[src/rtl/grey_rx6_check.sv]
// Grey-count receiver: synchronises grey_in, decodes to binary and checks single +1 steps.
// Optional stall timeout is built only when GREY_RX_STALL_EN is defined.
module grey_rx6_check #(
   parameter int unsigned W            = 6,
   parameter int unsigned SYNC_STAGES  = 2,
   parameter int unsigned LOCK_STEPS   = 4,
   parameter int unsigned ERR_W        = 8,
   parameter int unsigned STALL_CYCLES = 64
) (
   input  logic             clk,
   input  logic             w_rst,
   input  logic [W-1:0]     grey_in,
   input  logic             clr_err,
   output logic [W-1:0]     bin,
   output logic             step,
   output logic             err,
   output logic [ERR_W-1:0] err_cnt,
   output logic             locked,
   output logic             stall
);

   localparam int unsigned FlushW = $clog2(SYNC_STAGES + 1);
   localparam int unsigned LockW  = $clog2(LOCK_STEPS + 1);

   typedef enum logic [1:0] {StFlush, StLocking, StLocked} state_e;

   state_e             state_q, state_d;
   logic [W-1:0]       sync_q [SYNC_STAGES];
   logic [W-1:0]       dec;
   logic [W-1:0]       delta;
   logic               is_step, is_ill;
   logic [FlushW-1:0]  flush_cnt_q, flush_cnt_d;
   logic [LockW-1:0]   lock_cnt_q, lock_cnt_d;
   logic [W-1:0]       bin_q, bin_d;
   logic               step_q, step_d;
   logic               err_q, err_d;
   logic [ERR_W-1:0]   err_cnt_q, err_cnt_d;
   logic               locked_q;

   always_ff @(posedge clk) begin
      if (w_rst) begin
         for (int i = 0; i < SYNC_STAGES; i++) sync_q[i] <= '0;
      end else begin
         sync_q[0] <= grey_in;
         for (int i = 1; i < SYNC_STAGES; i++) sync_q[i] <= sync_q[i-1];
      end
   end

   // Binary bit i is the XOR of Grey bits i..W-1.
   always_comb begin
      dec = '0;
      for (int i = 0; i < W; i++) dec[i] = ^(sync_q[SYNC_STAGES-1] >> i);
   end

   assign delta   = dec - bin_q;
   assign is_step = (delta == W'(1));
   assign is_ill  = (delta != '0) && !is_step;

   always_comb begin
      state_d     = state_q;
      flush_cnt_d = flush_cnt_q;
      lock_cnt_d  = lock_cnt_q;
      bin_d       = bin_q;
      step_d      = 1'b0;
      err_d       = 1'b0;
      err_cnt_d   = clr_err ? '0 : err_cnt_q;
      case (state_q)
         StFlush: begin
            // Wait for the synchroniser to fill before the first load.
            if (flush_cnt_q == FlushW'(SYNC_STAGES)) begin
               bin_d      = dec;
               lock_cnt_d = '0;
               state_d    = StLocking;
            end else begin
               flush_cnt_d = flush_cnt_q + 1'b1;
            end
         end
         StLocking: begin
            bin_d = dec;
            if (is_step) begin
               step_d = 1'b1;
               if (lock_cnt_q == LockW'(LOCK_STEPS - 1)) begin
                  lock_cnt_d = '0;
                  state_d    = StLocked;
               end else begin
                  lock_cnt_d = lock_cnt_q + 1'b1;
               end
            end else if (is_ill) begin
               lock_cnt_d = '0;
            end
         end
         StLocked: begin
            bin_d = dec;
            if (is_step) begin
               step_d = 1'b1;
            end else if (is_ill) begin
               err_d      = 1'b1;
               lock_cnt_d = '0;
               state_d    = StLocking;
               if (clr_err) begin
                  err_cnt_d = ERR_W'(1);
               end else if (err_cnt_q != '1) begin
                  err_cnt_d = err_cnt_q + 1'b1;
               end
            end
         end
         default: state_d = StFlush;
      endcase
   end

   always_ff @(posedge clk) begin
      if (w_rst) begin
         state_q     <= StFlush;
         flush_cnt_q <= '0;
         lock_cnt_q  <= '0;
         bin_q       <= '0;
         step_q      <= 1'b0;
         err_q       <= 1'b0;
         err_cnt_q   <= '0;
         locked_q    <= 1'b0;
      end else begin
         state_q     <= state_d;
         flush_cnt_q <= flush_cnt_d;
         lock_cnt_q  <= lock_cnt_d;
         bin_q       <= bin_d;
         step_q      <= step_d;
         err_q       <= err_d;
         err_cnt_q   <= err_cnt_d;
         locked_q    <= (state_d == StLocked);
      end
   end

`ifdef GREY_RX_STALL_EN
   localparam int unsigned StallW = $clog2(STALL_CYCLES + 1);

   logic [StallW-1:0] stall_cnt_q, stall_cnt_d;
   logic              stall_q, stall_d;

   // Counter and flag both clear on a step or whenever LOCKED is left.
   always_comb begin
      stall_cnt_d = '0;
      stall_d     = 1'b0;
      if (state_d == StLocked && !step_d) begin
         stall_cnt_d = (stall_cnt_q == StallW'(STALL_CYCLES)) ? stall_cnt_q
                                                              : stall_cnt_q + 1'b1;
         stall_d     = stall_q || (stall_cnt_d == StallW'(STALL_CYCLES));
      end
   end

   always_ff @(posedge clk) begin
      if (w_rst) begin
         stall_cnt_q <= '0;
         stall_q     <= 1'b0;
      end else begin
         stall_cnt_q <= stall_cnt_d;
         stall_q     <= stall_d;
      end
   end

   assign stall = stall_q;
`else
   assign stall = 1'b0;
`endif

   assign bin     = bin_q;
   assign step    = step_q;
   assign err     = err_q;
   assign err_cnt = err_cnt_q;
   assign locked  = locked_q;

endmodule

[config.mk]
export PLATFORM = sky130hd
export DESIGN_NAME = grey_rx6_check
export DESIGN_NICKNAME = d
export VERILOG_FILES = /design/src/rtl/grey_rx6_check.sv
export SDC_FILE = /design/constraint.sdc
export NUM_CORES = 1
export LEC_CHECK = 0
export BUFFER_PORTS_ARGS = -buffer_cell sky130_fd_sc_hd__buf_4
export CORE_MARGIN = 2
export CORE_UTILIZATION = 51
export DETAILED_ROUTE_END_ITERATION = 10
export GPL_TIMING_DRIVEN = 0
export PLACE_DENSITY = 0.83
export SYNTH_ARGS = -nofsm -noshare
export SYNTH_HDL_FRONTEND = slang
export SYNTH_SLANG_ARGS = --single-unit
[constraint.sdc]
create_clock -name clk -period 3.5 [get_ports clk]
set_clock_uncertainty 0.2 [all_clocks]
set_input_delay 0.7 -clock clk [delete_from_list [all_inputs] [get_ports clk]]
set_output_delay 0.7 -clock clk [all_outputs]
set_load 0.05 [all_outputs]
; Word-level counts from Yosys, hierarchy flattened
; Memory sizes are Yosys's and may differ from the RTL's.
; Cells that the tools add are included.
[op_classes]
n_mux = 27
reduce_logical = 18
bitwise = 5
add_sub_neg = 4
eq_ne = 9
[op_table]
columns = operator, n
row1 = $mux 8, 6
row2 = $reduce_xor 6->1, 6
row3 = $mux 6, 3
row4 = $mux 3, 5
row5 = $pmux 6 s2, 1
row6 = $mux 2, 5
row7 = $pmux 3 s3, 1
row8 = $add 8x1->8 const B, 1
row9 = $ne 8x8->1 const B, 1
row10 = $eq 2x2->1 const B, 3
row11 = $eq 6x1->1 const B, 1
row12 = $pmux 2 s3, 1
row13 = $reduce_bool 6->1, 1
row14 = $sub 6x6->6, 1
row15 = $mux 1, 5
row16 = $ne 2x2->1 const B, 2
row17 = $reduce_and 2->1, 2
row18 = $reduce_or 2->1, 2
row19 = $add 3x1->3 const B, 1
row20 = $eq 3x2->1 const B, 1
row21 = $not 1->1, 3
row22 = $reduce_and 3->1, 1
row23 = $reduce_bool 3->1, 1
row24 = $reduce_or 3->1, 1
row25 = other kinds (7), 8
[totals]
input_bits = 9
word_cells = 72
mem_bits_rw = 12
out_inout_bits = 18
n_memories = 1
regBits = 24
[mem_list]
columns = name, depth, word_bits, rd, rd_clocked_by_memory_dff, write_ports, line
row1 = sync_q, 2, 6, 2, 0, 2, 28  ; logic [W-1:0] sync_q [SYNC_STAGES];

; Longest topological paths before layout
; An unclocked memory read counts as a cell.
[depth]
depth_word = 10
ltp_mapped = 16

; Worst setup path after synthesis
; OpenSTA, ideal clock, no wires.
[synth_path]
path_type = reg-to-reg
from = mem sync_q[1][5], in the netlist sync_q[0][11]
to = reg err_cnt_q[0], in the netlist err_cnt[0]
arrival_ns = 3.358
path_slack_ns = -0.145
stages_incl_launch_ff = 16
setup_time_ns = 0.087
path_buffers = 0
cell_sequence = dfxtp_1 -> xor2_2 -> xor2_2 -> xnor2_2 -> xor2_2 -> xor2_2 -> ha_1 -> inv_1 -> fa_1 -> a21o_1 -> a211oi_2 -> and3_1 -> a211oi_2 -> o21ai_1 -> or4b_1 -> o31ai_1
[synth_rtl]
columns = element, line
row1 = start: declaration, 28
row2 = end signal: assignment, 128  ; err_cnt_q <= err_cnt_d;
row3 = end: declaration, 37  ; logic [ERR_W-1:0] err_cnt_q, err_cnt_d;

==> run metrics <==
largest net degree at the start of global routing 13; total grt overflow 0; leakage power 1.05 nW; syn nets 244; maximum clock rate 259 MHz; die width 65.2 um; peak supply drop 0.000397 V; max_cap viols 0; vias in the first global route 1719; Seq/Total Area, Yosys 37.7%; Initial Utilization 52.6%; synthesized instance count 222; worst slew pin tran 0.636 ns; total wire length 5.08 mm; CP Data Required Time 3.52 ns; Core Rows 22; reg-to-reg slack, setup -0.36 ns; Hold EP sync_q[0][8]; vias 1852; cts bufs inserted 5; WHS Path Cells 1; Core Region 3630 um2; fillers 257; Place WS -0.499 ns; mapped cell area 1910 um2; gr usage total 23.5%; status complete, but fails checks; Synth Area in Adders 8.91%; DRC violations left 0; Slew Limit Fails 0; # diodes 0; failing checks negative setup slack; CTS root buf clkbuf_8; Async S/R FF share, synth 0%; Synthesis Warnings 0; vias per inst 5.70; maximum clock insertion buffer count 2; clk_lat worst skew 0.30 ns; GPL Wtd Cong 0.893; Clock transition at path regs 0.08 ns; reg-to-reg critical path startpoint sync_q[0][11]; first-pass GRT wire length 7.65 mm; fin nets 298; H-Tree Depth 2; register bit total from synthesis 36; DR iter-0 viols 151; Startpoint Class flip-flop; max_slew headroom 57.5%; # setup viols final 16; CTS tree yes; num ports 27; Port Buffer Count 25; largest family of logic cells by synthesized area simple AND/OR/NAND/NOR gates; post-synthesis compound-gate area fraction 18.2%; Setup TNS -3.92 ns; synth top area cells dfxtp_1 38%, ha_1 7.9%, nor2b_1 4.6%; ys flop type dfxtp_1; initial antenna violation count 0; Die Ht 65.2 um; unrepaired setup endpoints after global routing yes; RR Endpoint err_cnt[0]; final worst slack -0.359 ns; post-synth top area cell dfxtp_1; type of the worst setup path reg -> reg; Syn Area/Cell 8.61 um2; Final Cell Area 2570 um2; Critical Path AT 3.88 ns; Post-Synth XOR/XNOR Area 5.63%; Yosys top cell area share 37.7%; Reg2Reg Depth 15; Register Area 726 um2; multi-input logic area 1210 um2; Final ANT Viol Nets 0; Layout area overhead 34.5%; CP Max Fanout 3; Synth Area in Simple Gates 24.2%; CTS Sinks 36; Hold Crit Start sync_q[0][2]; final period utilization 110%; minimum clock period 3.86 ns; Detailed Routing Iterations Pass 1 5; Hold Path Class reg -> reg; placed cell areas 2170 um2; EDFF count, synth 0; mux contribution to synthesized area 0%; DP HPWL 3.01 mm; Hold Vio Cnt, Final 0; post-synth cell types 48; Power Dens Cells 720 nW/um2; routed length per placed instance 15.6 um; crit end category flip-flop; Die ar. 4250 um2; layout cells sized above 1 33.6%
==> flip-flops by register name (all words and copies together) (netlist names) <==
signal,cells
locked,1
sync_q,12
err,1
lock_cnt_q,3
err_cnt,8
state_q,2
flush_cnt_q,2
bin,6
step,1
==> report_power, final <==
group | switching, mW | internal [mW] | total, mW | leakage (nW)
sequential | 0.0351 | 0.455 | 0.490 | 0.295
clock | 0.159 | 0.211 | 0.369 | 0.0541
combinational | 0.574 | 0.417 | 0.992 | 0.704
total | 0.768 | 1.08 | 1.85 | 1.05
==> how the worst max path moves through the flow <==
stage / startpoint / to / slack, ns / cells after the start
2_1_floorplan: sync_q[0][11] / err_cnt[0] / -0.05 / 15
5_1_grt: sync_q[0][11] / err_cnt[0] / -0.52 / 15
3_3_place_gp: sync_q[0][11] / locked / -0.42 / 14
3_5_place_dp: sync_q[0][11] / locked / -0.50 / 14
4_1_cts: sync_q[0][11] / locked / -0.21 / 15
6_report: sync_q[0][11] / err_cnt[0] / -0.36 / 15
==> cell usage after synthesis, types with 2 or more instances <==
master,instances
and2_1,2
and3_1,5
xnor2_1,3
a21oi_1,14
a31oi_1,4
or3_1,4
inv_1,15
nand4_1,4
dfxtp_1,36
or2_2,2
ha_1,12
a22oi_1,2
nand3_1,9
clkbuf_1,8
a211oi_1,7
nor3_1,5
o22ai_1,2
a211oi_2,3
xor2_2,4
nor2b_1,14
o21ai_0,6
nor2_1,23
nand2_1,12
nor3b_1,2
==> critical path, stage by stage (launching register included) <==
cell and delay (ns):
dfxtp_4 0.37, xor2_4 0.19, xor2_2 0.17, xnor2_2 0.26
xor2_2 0.26, xor2_2 0.18, ha_2 0.22, inv_2 0.04
fa_2 0.35, a21o_1 0.20, a211oi_2 0.28, o21a_1 0.21
a211oi_2 0.09, o21ai_1 0.20, or4b_4 0.49, o31ai_2 0.07
==> timing repair <==
action,4_1_cts,5_1_grt
resized for setup,12,15
buffers inserted,11,10
hold buffers,0,0
cloned,1,0
setup endpoints to repair,16,16
pin swaps,16,19
==> routing by layer <==
| metal | global-route usage (%) | wire, um |
|---|---|---|
| met3 | 5.31 | 269 |
| met2 | 38.9 | 2550 |
| met5 | 0 | 0 |
| met1 | 28.0 | 2130 |
| met4 | 13.3 | 131 |
==> layout make-up <==
cell class                      count  area share (%)
Buffer                             10            1.90
Clock buffer                        5            2.68
Clock inverter                      3            1.66
Inverter                           15            2.19
Multi-Input combinational cell    161            47.0
Sequential cell                    36            28.2
Tap cell                           48            2.34
Timing Repair Buffer               47            14.0
==> logic make-up after synthesis <==
kind of cell    Yosys count
compound gates           51
xor+xnor                  8
fa+ha+maj                13
buf+inv                  25
flops                    36
other cells               1
simple gates             88
==> cell usage in the layout (no fill, tap or decap), types with 2 or more instances in the layout <==
cell	netlist	routed
buf_4	1	46
dfxtp_1	36	34
nor2_1	23	23
inv_1	15	14
nor2b_1	14	14
nand2_1	12	11
a21oi_1	14	11
ha_1	12	11
nand3_1	9	9
clkbuf_1	8	8
o21ai_0	6	6
a211oi_2	3	6
clkbuf_8	0	5
a211oi_1	7	4
nand4_1	4	4
a31oi_1	4	4
and3_1	5	4
xor2_2	4	3
xnor2_1	3	3
a21oi_2	0	3
nor3_1	5	3
buf_6	0	3
or3_1	4	3
a22oi_1	2	2
or2_2	2	2
and2_1	2	2
nor3_2	0	2
nor3b_2	0	2
==> stage by stage <==
stage	std cells	total power, mW	utilization [%]	hold WS [ns]
2_1_floorplan	222	1.05	-	0.214
3_3_place_gp	295	1.20	59.8	0.214
3_5_place_dp	295	1.22	59.8	0.222
4_1_cts	315	1.70	66.7	0.240
5_1_grt	325	1.94	70.7	0.261
6_report	325	1.85	70.7	0.239
Power figures use the tool's default switching activity.
